===== src/rtl/bcd_to_bin_pkg.sv =====
// Shared types and constants for the reverse double-dabble BCD-to-binary converter.
package bcd_to_bin_pkg;

   typedef enum logic [1:0] {
      IDLE  = 2'd0,
      SHIFT = 2'd1,
      DONE  = 2'd2
   } state_e;

   localparam int         BCD_DIGIT_W    = 4;
   localparam logic [3:0] BCD_ADJ        = 4'd3;
   localparam logic [3:0] BCD_ADJ_THRESH = 4'd8;

endpackage


===== src/rtl/bcd_to_bin_if.sv =====
// Request/result bundle between the BCD source and the converter.
interface bcd_to_bin_if
   import bcd_to_bin_pkg::*;
#(
   parameter int N_DIGITS = 4,
   parameter int BIN_W    = 14
);
   logic                            start_i;
   logic [BCD_DIGIT_W*N_DIGITS-1:0] bcd_i;
   logic                            busy_o;
   logic                            done_o;
   logic [BIN_W-1:0]                num_o;
   logic                            err_o;

   modport slave  (input  start_i, bcd_i, output busy_o, done_o, num_o, err_o);
   modport master (output start_i, bcd_i, input  busy_o, done_o, num_o, err_o);
endinterface


===== src/rtl/bcd_to_bin_digit_adj.sv =====
// One-digit correction step of reverse double-dabble: subtract 3 from digits of 8 or more.
module bcd_digit_adj
   import bcd_to_bin_pkg::*;
(
   input  logic [BCD_DIGIT_W-1:0] digit_i,
   output logic [BCD_DIGIT_W-1:0] digit_o
);

   assign digit_o = (digit_i >= BCD_ADJ_THRESH) ? (digit_i - BCD_ADJ) : digit_i;

endmodule


===== src/rtl/bcd_to_bin.sv =====
// Sequential BCD-to-binary converter: one shift/adjust iteration per clock, BIN_W iterations.
//
//   state | meaning
//   IDLE  | waiting for start_i; latches bcd_i and validates digits
//   SHIFT | one shift-right / subtract-3 iteration per cycle (busy_o)
//   DONE  | one-cycle done_o; num_o/err_o already updated
module bcd_to_bin
   import bcd_to_bin_pkg::*;
#(
   parameter int N_DIGITS = 4,
   parameter int BIN_W    = 14
)(
   input  logic         clk_i,
   input  logic         rst_i,
   bcd_to_bin_if.slave  bus
);

   localparam int BCD_W = BCD_DIGIT_W * N_DIGITS;
   localparam int CNT_W = (BIN_W > 2) ? $clog2(BIN_W) : 1;
   localparam logic [CNT_W-1:0] CNT_LAST = CNT_W'(BIN_W - 1);

   state_e             state_q, state_d;
   logic [BCD_W-1:0]   bcd_q, bcd_d, bcd_shift, bcd_adj;
   logic [BIN_W-1:0]   bin_q, bin_d, bin_shift;
   logic [BIN_W-1:0]   num_q, num_d;
   logic [CNT_W-1:0]   cnt_q, cnt_d;
   logic               err_q, err_d;
   logic               bcd_bad;

   assign bcd_shift = bcd_q >> 1;
   assign bin_shift = {bcd_q[0], bin_q[BIN_W-1:1]};

   for (genvar g = 0; g < N_DIGITS; g++) begin : g_adj
      bcd_digit_adj u_adj (
         .digit_i (bcd_shift[g*BCD_DIGIT_W +: BCD_DIGIT_W]),
         .digit_o (bcd_adj[g*BCD_DIGIT_W +: BCD_DIGIT_W])
      );
   end

   always_comb begin
      bcd_bad = 1'b0;
      for (int i = 0; i < N_DIGITS; i++) begin
         if (bus.bcd_i[i*BCD_DIGIT_W +: BCD_DIGIT_W] > 4'd9) bcd_bad = 1'b1;
      end
   end

   always_comb begin
      state_d = state_q;
      bcd_d   = bcd_q;
      bin_d   = bin_q;
      cnt_d   = cnt_q;
      num_d   = num_q;
      err_d   = err_q;
      case (state_q)
         IDLE: begin
            if (bus.start_i) begin
               bcd_d = bus.bcd_i;
               bin_d = '0;
               cnt_d = '0;
               if (bcd_bad) begin
                  num_d   = '0;
                  err_d   = 1'b1;
                  state_d = DONE;
               end else begin
                  state_d = SHIFT;
               end
            end
         end
         SHIFT: begin
            bcd_d = bcd_adj;
            bin_d = bin_shift;
            cnt_d = cnt_q + 1'b1;
            if (cnt_q == CNT_LAST) begin
               num_d   = bin_shift;
               err_d   = 1'b0;
               state_d = DONE;
            end
         end
         DONE:    state_d = IDLE;
         default: state_d = IDLE;
      endcase
   end

   always_ff @(posedge clk_i or posedge rst_i) begin
      if (rst_i) begin
         state_q <= IDLE;
         bcd_q   <= '0;
         bin_q   <= '0;
         cnt_q   <= '0;
         num_q   <= '0;
         err_q   <= 1'b0;
      end else begin
         state_q <= state_d;
         bcd_q   <= bcd_d;
         bin_q   <= bin_d;
         cnt_q   <= cnt_d;
         num_q   <= num_d;
         err_q   <= err_d;
      end
   end

   assign bus.busy_o = (state_q == SHIFT);
   assign bus.done_o = (state_q == DONE);
   assign bus.num_o  = num_q;
   assign bus.err_o  = err_q;

endmodule


===== src/flat_wrapper.sv =====
// flat-port wrapper written by rule: the top's interface ports become plain ports
module bcd_to_bin_flat import bcd_to_bin_pkg::*;
#(
   parameter int N_DIGITS = 4,
   parameter int BIN_W    = 14
)
  (clk_i, rst_i, bus_start_i, bus_bcd_i, bus_busy_o, bus_done_o, bus_num_o, bus_err_o);
  bcd_to_bin_if #(.N_DIGITS(N_DIGITS), .BIN_W(BIN_W)) bus_i ();
  input  logic clk_i;
  input  logic rst_i;
  input wire logic [$bits(bus_i.start_i)-1:0] bus_start_i;
  input wire logic [$bits(bus_i.bcd_i)-1:0] bus_bcd_i;
  output wire logic [$bits(bus_i.busy_o)-1:0] bus_busy_o;
  output wire logic [$bits(bus_i.done_o)-1:0] bus_done_o;
  output wire logic [$bits(bus_i.num_o)-1:0] bus_num_o;
  output wire logic [$bits(bus_i.err_o)-1:0] bus_err_o;
  assign bus_i.start_i = bus_start_i;
  assign bus_i.bcd_i = bus_bcd_i;
  assign bus_busy_o = bus_i.busy_o;
  assign bus_done_o = bus_i.done_o;
  assign bus_num_o = bus_i.num_o;
  assign bus_err_o = bus_i.err_o;
  bcd_to_bin #(.N_DIGITS(N_DIGITS), .BIN_W(BIN_W)) u_core (.clk_i(clk_i), .rst_i(rst_i), .bus(bus_i));
endmodule

===== config.mk =====
export PLATFORM = sky130hd
export DESIGN_NAME = bcd_to_bin_flat
export DESIGN_NICKNAME = d
export VERILOG_FILES = /design/src/rtl/bcd_to_bin_pkg.sv /design/src/rtl/bcd_to_bin_if.sv /design/src/rtl/bcd_to_bin_digit_adj.sv /design/src/rtl/bcd_to_bin.sv /design/src/flat_wrapper.sv
export SDC_FILE = /design/constraint.sdc
export NUM_CORES = 1
export LEC_CHECK = 0
export CELL_PAD_IN_SITES_DETAIL_PLACEMENT = 1
export CELL_PAD_IN_SITES_GLOBAL_PLACEMENT = 1
export CORE_MARGIN = 2
export CORE_UTILIZATION = 38
export DETAILED_ROUTE_END_ITERATION = 8
export GPL_TIMING_DRIVEN = 0
export PLACE_DENSITY_LB_ADDON = 0.12
export SLEW_MARGIN = 0
export SYNTH_ARGS = -nofsm -noshare
export SYNTH_HDL_FRONTEND = slang
export SYNTH_SLANG_ARGS = --single-unit

===== constraint.sdc =====
create_clock -name clk_i -period 1.4 [get_ports clk_i]
set_input_delay 0.14 -clock clk_i [delete_from_list [all_inputs] [get_ports clk_i]]
set_output_delay 0.14 -clock clk_i [all_outputs]
set_load 0.005 [all_outputs]

Word level (Yosys, flattened, before mapping)
Cells that the tools add are included.

Register bits: 51. Input port bits: 19. Logic and storage cells: 56.

$add $sub $neg: 5. $lt $le $gt $ge: 8. Eq/ne operators: 6. Muxes and demuxes: 26. Reductions and logical operators: 5.

Operators with widths (number): $mux W14 (4); $pmux W14 S2 (2); $pmux W16 S2 (1); $mux W4 (5); $gt A4 B4 Y1 const B (4); $mux W16 (1); $ge A4 B4 Y1 const B (3); $sub A4 B2 Y4 const B (3); $pmux W4 S2 (1); $mux W1 (7); $mux W2 (3); $add A4 B1 Y4 const B (1); $eq A4 B4 Y1 const B (1); $ge A3 B4 Y1 const B (1); $ne A2 B1 Y1 const B (2); $pmux W2 S2 (1); $reduce_and A2 Y1 (2); $reduce_and A4 Y1 (1); $sub A3 B2 Y4 const B (1); $eq A2 B1 Y1 const B (1); $eq A2 B2 Y1 const B (1); $logic_not A2 Y1 (1); $ne A2 B2 Y1 const B (1); $pmux W1 S2 (1); $reduce_bool A2 Y1 (1).

Logic depth before layout (Yosys ltp)
Word-level depth: 8. Gate-level depth with buffers: 7.

Hierarchy
A second synthesis with hierarchy kept.

Cells, all modules: 230. Area, all modules: 2481.1 µm².

Modules (own cells, without submodules): bcd_to_bin (instances 1, cells each 186, area an instance 2175.8 µm²); bcd_digit_adj (instances 4, cells each 11, area an instance 76.3 µm²).

Worst setup path after synthesis
Ideal clock, no wire load.

Path kind: flip-flop to flip-flop. Start: reg u_core.cnt_q[1]. End: reg u_core.num_q[0] (netlist: u_core.bus.num_o[0]). Data arrival time: 1.329 ns. Data required time: 1.279 ns. Path slack: -0.049 ns. Cell stages (with the launch flop): 8. Period minus slack after synthesis: 1.449 ns. Path through: dfrtp_1 inv_1 ha_1 nand4_1 a21oi_1 o21ai_2 buf_6 a22o_1.

Word-level cells in the longest chain between the ends: 3.

Ends and longest elaborated chain: start, declared (RTL line bcd_to_bin.sv:26) `logic [CNT_W-1:0] cnt_q, cnt_d;`; start signal, assigned (RTL line bcd_to_bin.sv:96) `cnt_q <= cnt_d;`; $eq A4 B4 Y1 (RTL line bcd_to_bin.sv:73) `if (cnt_q == CNT_LAST) begin`; $ne A2 B1 Y1 (no source line); $reduce_and A4 Y1 (no source line); end signal, assigned (RTL line bcd_to_bin.sv:97) `num_q <= num_d;`; end, declared (RTL line bcd_to_bin.sv:25) `logic [BIN_W-1:0] num_q, num_d;`.

No other way between the ends. A chain may end at the register's enable or synchronous reset.

Worst setup path after layout
Start: reg u_core.state_q[0]. End: reg u_core.bcd_q[3].

Word-level cells in the longest chain between the ends: 3. Elaborated cells between the ends (all ways): 6. Classes of those cells: 2 x eq/ne; 1 x mux; 3 x reduce/logical.

Ends and longest elaborated chain: start, declared (RTL line bcd_to_bin.sv:22) `state_e state_q, state_d;`; start signal, assigned (RTL line bcd_to_bin.sv:93) `state_q <= state_d;`; $eq A2 B1 Y1 / $logic_not A2 Y1 (equally long branches) (RTL line bcd_to_bin.sv:54) `case (state_q)`; $reduce_bool A2 Y1 (no source line) / $ne A2 B2 Y1 (equally long branches); $reduce_and A2 Y1 (no source line); end signal, assigned (RTL line bcd_to_bin.sv:87) `bcd_q <= '0;`; end signal, assigned (RTL line bcd_to_bin.sv:94) `bcd_q <= bcd_d;`; end, declared (RTL line bcd_to_bin.sv:23) `logic [BCD_W-1:0] bcd_q, bcd_d, bcd_shift, bcd_adj;`.

Parallel ways exist; a longest one is shown, timed or not.

==> impl_results.md <==
- Status: finished, violations left
- Failing checks: negative setup slack
- Synth area leaders: dfrtp_1, a22o_1, ha_1
- Die area: ~6700 um^2
- Adder-cell share of the synthesized area: around 4.3%
- Detailed Route WL: just over 7000 um
- Sequential cell area: between 1000 and 1500 um^2
- Largest stage delay, worst path: between 0.4 and 0.5 ns
- Highest Signal Layer: met4
- Worst-path maximum fanout: 5
- Clock power share: 16.6%
- First-pass GRT wire length: approximately 10000 um
- Die Width: 81.9 um
- WP data arrival: approximately 1.8 ns
- Grt ovf: 0
- Total GRT Usage: 20.6%
- H-tree Lvls: 2
- Clock transition at path regs: approximately 0.1 ns
- Critical Path Sink: u_core.bcd_q[3]
- Yosys warning count: 0
- Fillers: 628
- Initial core utilization: about two fifths
- Least-Margin Pin Slew: approximately 0.49 ns
- Commonest cells in the synthesized netlist: dfrtp_1, a22o_1, nand2_1
- RR Endpoint: u_core.bcd_q[3]
- CP Buf/Inv Count: 3
- Clock Latency Late Sink: ~0.31 ns
- Sequential cell area fraction in the yosys report: ~54%
- Place WS: -0.460 ns
- CP endpoint kind: flip-flop
- Core Area: around 6000 um^2
- Post-layout minimum cycle time: 1.61 ns
- CP dominant cell by count: buf_6
- Clock sinks: 50
- Final hold viol count: 0
- Port bufs: 35
- PnR worst setup slack: -0.210 ns
- Sequential fraction of design power: 32.1%
- LEAKAGE: 1.58 nW
- Switch share: 36.8%
- Core Util, Final: between 50% and 60%
- Yosys top cell area share: 54.3%
- Maximum clock insertion buffer count: 2
- Max Clock Skew: ~0.014 ns
- Startpoint Class: flip-flop
- Fin crit share: 115%
- Cell area after synthesis: about 2300 um^2
- Area leader, netlist: dfrtp_1
- Sw Pwr: between 0.002 and 0.0025 W
- Async S/R FF share, synth: 100%
- Post-synthesis simple-gate area fraction: a little under a tenth
- R2r setup slk: -0.21 ns
- Hold Crit Class: primary input to async pin
- DR pass1 iterations: 4
- Antenna violations before repair: 0
- Root buffer cell: clkbuf_8
- R2R depth: 7
- Critical-path cell list: buf_6 > buf_12 > nand2b_4 > buf_6 > nor2_2 > or3_1 > a21oi_2
- WL met1: approximately 3000 um
- Final Net Count: 311
- Syn_nets: approximately 240
- Synth Area in Compound Gates: 24.1%
- EDFF count, synth: 0
- Yosys cell types: 29
- Slowest stage cell, crit path: or3_1
- Largest net degree at the start of global routing: 30
- Number of logic stages on the critical path including buffering: 7
- Dpl hpwl: 3820 um
- Post-synthesis area per instance: 11.1 um^2
- CTS tree: yes
- Die height: 81.9 um
- Worst vdd ir: about 770 uV
- Met2 wire len: approximately 3700 um
- Area of the multi-input gates: 1100 um^2
- Post-Synth XOR/XNOR Area: 2.28%
- Multiplexer area fraction after synthesis: 0%
- CP Launch Point: u_core.state_q[0]
- Max-Cap Viols: 0
- Post-Layout Cell Count: roughly 360
- Wirelength per Cell: approximately 20 um
- 1st-iter DRT viols: 42
- RSZ-0062 raised after global routing: yes
- Largest family of logic cells by synthesized area: compound AO/OA/AOI/OAI gates
- CP required: between 1.5 and 2 ns
- Reg2reg start: u_core.state_q[0]
- Delay-heaviest family, CP: simple AND/OR/NAND/NOR gates
- WS Path Type: flip-flop to flip-flop
- Share of cells above drive strength 1: between 30% and 40%
- Slew Viols, Final: 0
- Via density: about 5.5
- DRC errors left: 0
- Most numerous cell in the Yosys netlist: dfrtp_1
- Row cnt: 28
- Area growth, synth to finish: 51.9%
- GPL Wtd Cong: between 0.7 and 0.8
- P per Cell Area: ~1900 nW/um^2
- Vias in the first global route: around 2000
- Total CTS buffers: 5
- DR vias: a little under 2000
- WL met3: about 240 um
- Cell Int Power: just over 0.004 W
- ANT cells: 0
- FF+latch count, synth: 50
- Placed instance count: 319
- IO Pins: 36
- Power share of the combinational group: 51.3%
- Main synth FF type: dfrtp_1
- Post-Synthesis Cells: between 200 and 250
- DRT antenna net count: 0
- Worst slew margin: around two thirds
- Fmax: between 600 and 700 MHz
- Final setup vio count: 47
-- per-layer routing --
layer / global-route usage, % / vias up
met2: 37.7 / 47
met3: 3.52 / 12
met5: 0 / -
met1: 24.5 / 1023
li1: - / 903
met4: 5.83 / 0
-- power groups by stage --
stage	clock (W)	sequential, W	combinational (W)
after floorplan	0	0.00199	0.00128
final	0.00108	0.00209	0.00333
after CTS	0.00110	0.00204	0.00267
after global placement	0	0.00206	0.00171
after detailed placement	0	0.00207	0.00176
after global routing	0.00116	0.00214	0.00357
-- per-stage QoR --
stage	hold WS (ns)	setup TNS [ns]	cell area, um^2	total power [W]
2_1_floorplan	0.273	-0.136	2310	0.00327
5_1_grt	0.219	-8.15	3500	0.00687
4_1_cts	0.191	-5.10	3260	0.00581
6_report	0.195	-5.31	3500	0.00650
3_5_place_dp	0.487	-14.50	2770	0.00383
3_3_place_gp	0.480	-63.69	2750	0.00377
-- how the worst min path moves through the flow --
stage                     start                  end  cells after the start
6_report                  rst_i      u_core.bin_q[3]                      2
5_1_grt                   rst_i      u_core.bin_q[3]                      2
4_1_cts                   rst_i  u_core.bus.num_o[1]                      2
3_5_place_dp   u_core.bcd_q[13]     u_core.bcd_q[13]                      2
3_3_place_gp   u_core.bcd_q[14]     u_core.bcd_q[14]                      2
2_1_floorplan     bus_bcd_i[15]     u_core.bcd_q[15]                      1
-- flip-flops by register name, summed over array words and instances, names as in the netlist --
| register | flops |
|---|---|
| u_core.state_q | 2 |
| u_core.cnt_q | 4 |
| u_core.bin_q | 13 |
| u_core.bus.num_o | 14 |
| u_core.bus.err_o | 1 |
| u_core.bcd_q | 16 |
-- cell usage in the layout, fill, tap and decap left out, types with 4 or more instances in the layout --
master,netlist,final
dfrtp_1,50,49
nor2_1,8,4
o22ai_1,7,6
buf_4,0,21
nand2_1,15,9
o21ai_1,6,10
clkdlybuf4s50_1,0,33
inv_1,11,7
nand2_2,0,6
buf_12,0,4
o21ai_0,13,7
a22oi_2,0,10
ha_1,8,7
a22o_1,29,29
a21oi_1,8,4
clkbuf_8,0,6
buf_6,5,12
-- area by class of cell --
type                       count  area share [%]
timing repair buffer          69            21.3
sequential                    50            35.8
clock buffer                   6            2.36
tap                           75            2.68
clock inverter                 1           0.858
multi-input combinational    135            31.5
inverter                      11            1.25
buffer                        12            4.18
-- timing repair --
| action | 4_1_cts | 5_1_grt |
|---|---|---|
| buffers inserted | 22 | 6 |
| gates resized for setup | 42 | 49 |
| pin swaps | 16 | 36 |
| hold buffers | 0 | 0 |
| endpoints found under the setup margin | 45 | 52 |
| cloned | 3 | 2 |
-- cell families after synthesis --
logic type	Yosys count
AO/OA/AOI/OAI	78
XOR/XNOR	6
AND/OR/NAND/NOR	43
adder cells (fa/ha/maj)	8
buffers and inverters	23
flip-flops	50
No activity file was read; power rests on OpenSTA's default activity.
